`config.mk`:
```
export PLATFORM = sky130hd
export DESIGN_NAME = out_fifo
export DESIGN_NICKNAME = d
export VERILOG_FILES = /design/src/rtl/out_fifo.sv
export SDC_FILE = /design/constraint.sdc
export NUM_CORES = 1
export LEC_CHECK = 0
export ABC_CLOCK_PERIOD_IN_PS = 2000
export CAP_MARGIN = 10
export CELL_PAD_IN_SITES_DETAIL_PLACEMENT = 0
export CELL_PAD_IN_SITES_GLOBAL_PLACEMENT = 1
export CORE_ASPECT_RATIO = 0.75
export CORE_MARGIN = 4
export CORE_UTILIZATION = 35
export DETAILED_ROUTE_END_ITERATION = 8
export PLACE_DENSITY = 0.76
export SYNTH_ARGS = -nofsm -noshare
export SYNTH_HDL_FRONTEND = slang
export SYNTH_SLANG_ARGS = --single-unit
```
`constraint.sdc`:
```
create_clock -name inClock -period 2 [get_ports inClock]
set_input_delay 0.4 -clock inClock [delete_from_list [all_inputs] [get_ports inClock]]
set_output_delay 0.4 -clock inClock [all_outputs]
set_load 0.03 [all_outputs]
```
`src/rtl/out_fifo.sv`:
```
// rtl/out_fifo.sv - serial-in, word-out FIFO with occupancy and error status
module out_fifo #(
    parameter int DATA_WIDTH = 4,
    parameter int ADDR_WIDTH = 2
) (
    input  logic                  inClock,
    input  logic                  inReset,
    input  logic                  inReadEnable,
    input  logic                  inWriteEnable,
    input  logic                  inData,
    output logic [ADDR_WIDTH:0]   outWriteCount,
    output logic [ADDR_WIDTH:0]   outReadCount,
    output logic                  outReadError,
    output logic                  outWriteError,
    output logic                  outFull,
    output logic                  outEmpty,
    output logic                  outAlmostEmpty,
    output logic                  outAlmostFull,
    output logic                  outDone,
    output logic [DATA_WIDTH-1:0] outData
);

    localparam int DEPTH = 1 << ADDR_WIDTH;
    localparam int CW    = (DATA_WIDTH > 1) ? $clog2(DATA_WIDTH) : 1;

    localparam logic [CW-1:0]       LAST_BIT        = CW'(DATA_WIDTH - 1);
    localparam logic [CW-1:0]       CNT_ONE         = CW'(1);
    localparam logic [ADDR_WIDTH:0] PTR_ONE         = {{ADDR_WIDTH{1'b0}}, 1'b1};
    localparam logic [ADDR_WIDTH:0] OCC_FULL        = {1'b1, {ADDR_WIDTH{1'b0}}};
    localparam logic [ADDR_WIDTH:0] OCC_ALMOST_FULL = {1'b0, {ADDR_WIDTH{1'b1}}};

    logic [DATA_WIDTH-1:0] mem [DEPTH];

    logic [ADDR_WIDTH:0]   wptr;
    logic [ADDR_WIDTH:0]   rptr;
    logic [ADDR_WIDTH:0]   occupancy;
    logic [CW-1:0]         bit_cnt;
    // The oldest bit falls off the top before it could ever be observed, so
    // only the low DATA_WIDTH-1 bits of the shift register are kept.
    logic [DATA_WIDTH-2:0] shift;

    logic [DATA_WIDTH-1:0] word;
    logic                  word_ready;
    logic                  full;
    logic                  empty;
    logic                  pop_ok;
    logic                  push_ok;

    assign occupancy  = wptr - rptr;
    assign full       = (occupancy == OCC_FULL);
    assign empty      = (wptr == rptr);
    assign word       = {shift, inData};
    assign word_ready = inWriteEnable && (bit_cnt == LAST_BIT);
    assign pop_ok     = inReadEnable && !empty;
    // A pop on the same edge frees the slot, so a full FIFO can still take the word.
    assign push_ok    = word_ready && (!full || pop_ok);

    always_ff @(posedge inClock or posedge inReset) begin
        if (inReset) begin
            shift   <= '0;
            bit_cnt <= '0;
        end else if (inWriteEnable) begin
            shift   <= word[DATA_WIDTH-2:0];
            bit_cnt <= word_ready ? '0 : bit_cnt + CNT_ONE;
        end
    end

    always_ff @(posedge inClock) begin
        if (push_ok) begin
            mem[wptr[ADDR_WIDTH-1:0]] <= word;
        end
    end

    always_ff @(posedge inClock or posedge inReset) begin
        if (inReset) begin
            wptr          <= '0;
            rptr          <= '0;
            outData       <= '0;
            outDone       <= 1'b0;
            outWriteError <= 1'b0;
            outReadError  <= 1'b0;
        end else begin
            outDone       <= push_ok;
            outWriteError <= word_ready && !push_ok;
            outReadError  <= inReadEnable && empty;
            if (push_ok) begin
                wptr <= wptr + PTR_ONE;
            end
            if (pop_ok) begin
                outData <= mem[rptr[ADDR_WIDTH-1:0]];
                rptr    <= rptr + PTR_ONE;
            end
        end
    end

    assign outWriteCount  = wptr;
    assign outReadCount   = rptr;
    assign outFull        = full;
    assign outEmpty       = empty;
    assign outAlmostEmpty = (occupancy <= PTR_ONE);
    assign outAlmostFull  = (occupancy >= OCC_ALMOST_FULL);

endmodule

```
## Word level (Yosys, flattened, before mapping)

Memory sizes are Yosys's and may differ from the RTL's. A register that Yosys moved wholly into a read port is not among the register bits.
Index checks and enable logic that the tools add are counted.

| word-level totals | value |
|---|---|
| word-level logic and storage cells | 29 |
| memories kept | 1 |
| memory bits (writable) | 16 |
| output and inout port bits | 17 |
| bits in registers | 14 |

| operators by class | value |
|---|---|
| reduce and logical (&&, ||, !) cells | 9 |
| equality and inequality tests | 3 |
| muxes and demuxes | 3 |
| $add $sub $neg | 4 |
| order comparisons | 2 |

Memory list:

| name | words | bits a word | rd ports | clocked after Yosys merged registers in | wr ports | line | RTL |
|---|---|---|---|---|---|---|---|
| mem | 4 | 4 | 1 | 1 | 1 | 32 | `logic [DATA_WIDTH-1:0] mem [DEPTH];` |

Operators by type and width:

| kind | count |
|---|---|
| $add 3x1->3 const B | 2 |
| $logic_and 1x1->1 | 5 |
| $eq 3x3->1 | 1 |
| $eq 3x3->1 const B | 1 |
| $ge 3x2->1 const B | 1 |
| $le 3x1->1 const B | 1 |
| $logic_not 1->1 | 3 |
| $sub 3x3->3 | 1 |
| $add 2x1->2 const B | 1 |
| $eq 2x2->1 const B | 1 |
| $mux 1 | 2 |
| $mux 2 | 1 |
| $logic_or 1x1->1 | 1 |

## Depth between registers and ports, before layout

| logic depth | value |
|---|---|
| depth after elaboration | 7 |
| mapped depth | 7 |
| mapped depth without buffers | 7 |

## Worst setup path after synthesis

Ideal clock, no wire load.

| timing | value |
|---|---|
| path type | reg2out |
| start point | register wptr[0], in the netlist outWriteCount[0] |
| end point | output outAlmostFull |
| slack | -464 ps |
| required time | 1,600 ps |
| arrival time | 2,064 ps |
| stages on the path, launching flop included | 5 |
| path through | dfrtp_1 > inv_1 > ha_1 > fa_1 > o21ai_0 |

| between the ends | value |
|---|---|
| word-level cells in the longest chain between the ends | 2 |

Ends and longest elaborated chain:

| item | line | RTL |
|---|---|---|
| from (decl) | 34 | `logic [ADDR_WIDTH:0] wptr;` |
| from (signal assigned) | 87 | `wptr <= wptr + PTR_ONE;` |
| $sub 3x3->3 | 49 | `assign occupancy = wptr - rptr;` |
| $ge 3x2->1 | 101 | `assign outAlmostFull = (occupancy >= OCC_ALMOST_FULL);` |
| to (decl) | 18 | `output logic outAlmostFull,` |

No other way between the ends.

## Worst setup path after layout

| timing | value |
|---|---|
| start point | register rptr[0], in the netlist outReadCount[0] |
| end point | output outAlmostEmpty |

| between the ends | value |
|---|---|
| word-level cells in the longest chain between the ends | 2 |

Ends and longest elaborated chain:

| item | line | RTL |
|---|---|---|
| from (decl) | 35 | `logic [ADDR_WIDTH:0] rptr;` |
| from (signal assigned) | 91 | `rptr <= rptr + PTR_ONE;` |
| $sub 3x3->3 | 49 |  |
| $le 3x1->1 | 100 | `assign outAlmostEmpty = (occupancy <= PTR_ONE);` |
| to (decl) | 17 | `output logic outAlmostEmpty,` |

No other way between the ends.

==> reports/results.txt <==
Gate Count Post-Synth: 91
Final Hold Slack: 0.435 ns
share of the synthesized area in the top cell type: 31.9%
synthesized area: 1510 um^2
first-pass GRT wire length: 4560 um
drt pass-1 iters: 2
most frequent cell after synthesis: dfrtp_1
clock-pin slew on the worst setup and hold paths: 0.07 ns
Max Cap Viol: 0
clock sinks: 34
final WL: 2700 um
Tmin final: 2.19 ns
maximum clock frequency: 457 MHz
Critical Path AT: 1.79 ns
Hold Path Class: input pin to asynchronous set/reset pin
dominant synthesized flop cell: dfrtp_1
Placed Area: 1860 um^2
IO Port Bufs: 21
period utilisation layout: 109%
IO Pins: 22
routed via count: 833
Die Span X: 83.8 um
kind of critical path: register to output port
ranking of synthesized cells by area: edfxtp_1 (32%), dfrtp_1 (30%), mux2_2 (7.5%)
critical path endpoint category: output port
outcome: finished, violations left
die area: 5430 um^2
clock buffer depth: 2
final max-slew violation count: 0
Async S/R FF share, synth: 52.9%
post-DP HPWL: 2040 um
GR Util All Layers: 11.2%
RSZ-0062 raised after global routing: yes
largest net degree at the start of global routing: 19
htree depth: 2
ratio of cells with drive above 1 in the final layout: 41.4%
startpoint types: register
vias in the first global route: 908
1st-iter DRT viols: 45
die extent in y: 64.8 um
core area: 4100 um^2
Worst-Margin Slew: 0.320 ns
Root Buffer: clkbuf_8
CTS buffer count: 5
failing checks: negative setup slack
Mapped Avg Cell Area: 16.6 um^2
cell taking the most area after synthesis: edfxtp_1
initial antenna violation count: 0
r2r worst-path depth: 7
DR vias/cell: 4.55
Final WS setup: -0.189 ns
ant diodes: 0
cell area after layout: 2000 um^2
Synth Net Count: 105
ANT nets after route: 0
Slew HR: 78.6%
Finish-stage setup viols: 16
Initial Util: 36.7%
Cell variety after synth: 24
routed len/inst: 14.8 um
CP required: 1.60 ns
flop and latch count out of synthesis: 34
critical path fanouts, max: 3
P&R area growth vs syn: 32.6%
Final #Nets: 141
clk_lat worst skew: 0.28 ns
endpoints failing hold: 0
# rows: 20
total congestion overflow: 0
sequential-to-total area share from yosys stat: 61.7%
YS warnings: 0
DRC Markers: 0
synth cell count leaders: dfrtp_1 (18), edfxtp_1 (16), mux2_2 (10)
Post-synth EDFFs: 16
hold_buf cts: 0
gpl congestion: 0.742
Worst Clk Skew: 0.00587 ns
CTS tree: built
==> per-stage QoR <==
stage	TNS, ns	setup slack, ns	std cells	util [%]
finish	-1.28	-0.189	183	48.7
global route	-2.23	-0.255	183	48.7
CTS	-1.86	-0.203	183	48.3
detailed placement	0	0.0268	174	45.3
global placement	0	0.0609	174	45.3
floorplan	-1.29	-0.0970	91	-
==> sequential cells by signal (all words and copies together) (netlist names) <==
name and count:
outDone 1, outWriteError 1, outReadError 1, outReadCount 3, outWriteCount 3, mem 16, outData 4, shift 3
bit_cnt 2
==> critical path, cell delays in order (launching register included) <==
cell and delay, ns:
dfrtp_2 0.42, ha_4 0.16, fa_2 0.32, xnor3_2 0.32, and2_4 0.17, buf_6 0.12
==> worst paths after layout <==
path	startpoint	end	slack [ns]
worst max-delay path	outReadCount[0]	outAlmostEmpty	-0.19
worst min-delay path	inReset	outData[1]	0.43
max in group asynchronous	inReset	outReadCount[0]	1.34
worst min register to register	outData[0]	outData[0]	0.51
worst max register to register	outReadCount[0]	mem[1][3]	-0.07
min in group inClock	outData[0]	outData[0]	0.51
==> metal layers <==
layer | vias up | GRT usage, % | part of all wire, %
li1 | 390 | - | -
met1 | 415 | 14.1 | 48
met2 | 20 | 16.3 | 45
met3 | 8 | 4.45 | 5.5
met4 | 0 | 6.22 | 2.0
met5 | - | 0 | 0
==> placed cells by master (no fill, tap or decap), drive strengths merged <==
master	netlist	final
mux4	4	4
clkinv	0	1
and3	1	1
edfxtp	16	16
clkdlybuf4s50	0	17
ha	8	8
clkbuf	2	6
mux2	11	11
xnor3	1	1
bufinv	0	1
inv	6	6
nor2	4	4
fa	1	1
and2	5	5
nand2	3	3
a21oi	2	2
nand3	1	1
buf	1	15
xor2	2	2
dfrtp	18	18
xnor2	3	3
o21ai	1	1
a31o	1	1
==> layout make-up <==
| cell class | count | area [um^2] |
|---|---|---|
| fillers | 365 | 2100 |
| flip-flops and latches | 34 | 935 |
| multi-input cells | 48 | 567 |
| repair buffers | 32 | 298 |
| clock buffers | 6 | 72.6 |
| well taps | 55 | 68.8 |
| clock inverters | 2 | 33.8 |
| inverters | 6 | 25.0 |
==> timing repair <==
action | 4_1_cts | 5_1_grt
gates cloned | 0 | 0
pin swaps | 2 | 4
endpoints found under the setup margin | 3 | 22
resized for setup | 3 | 4
buffers inserted | 1 | 0
==> logic make-up (layout without fill, tap and decap cells) <==
logic type / after synthesis / count (layout) / synth area share, %
fa+ha+maj: 9 / 9 / 7.97
compound gates: 4 / 4 / 2.57
flops: 34 / 34 / 61.7
mux: 15 / 15 / 14.4
simple gates: 14 / 14 / 6.06
buf+inv: 9 / 46 / 2.74
xor+xnor: 6 / 6 / 4.48
Power is left out: the tool's default activity adds up to more than one toggle a clock period on the data nets, which glitch-free logic cannot reach.
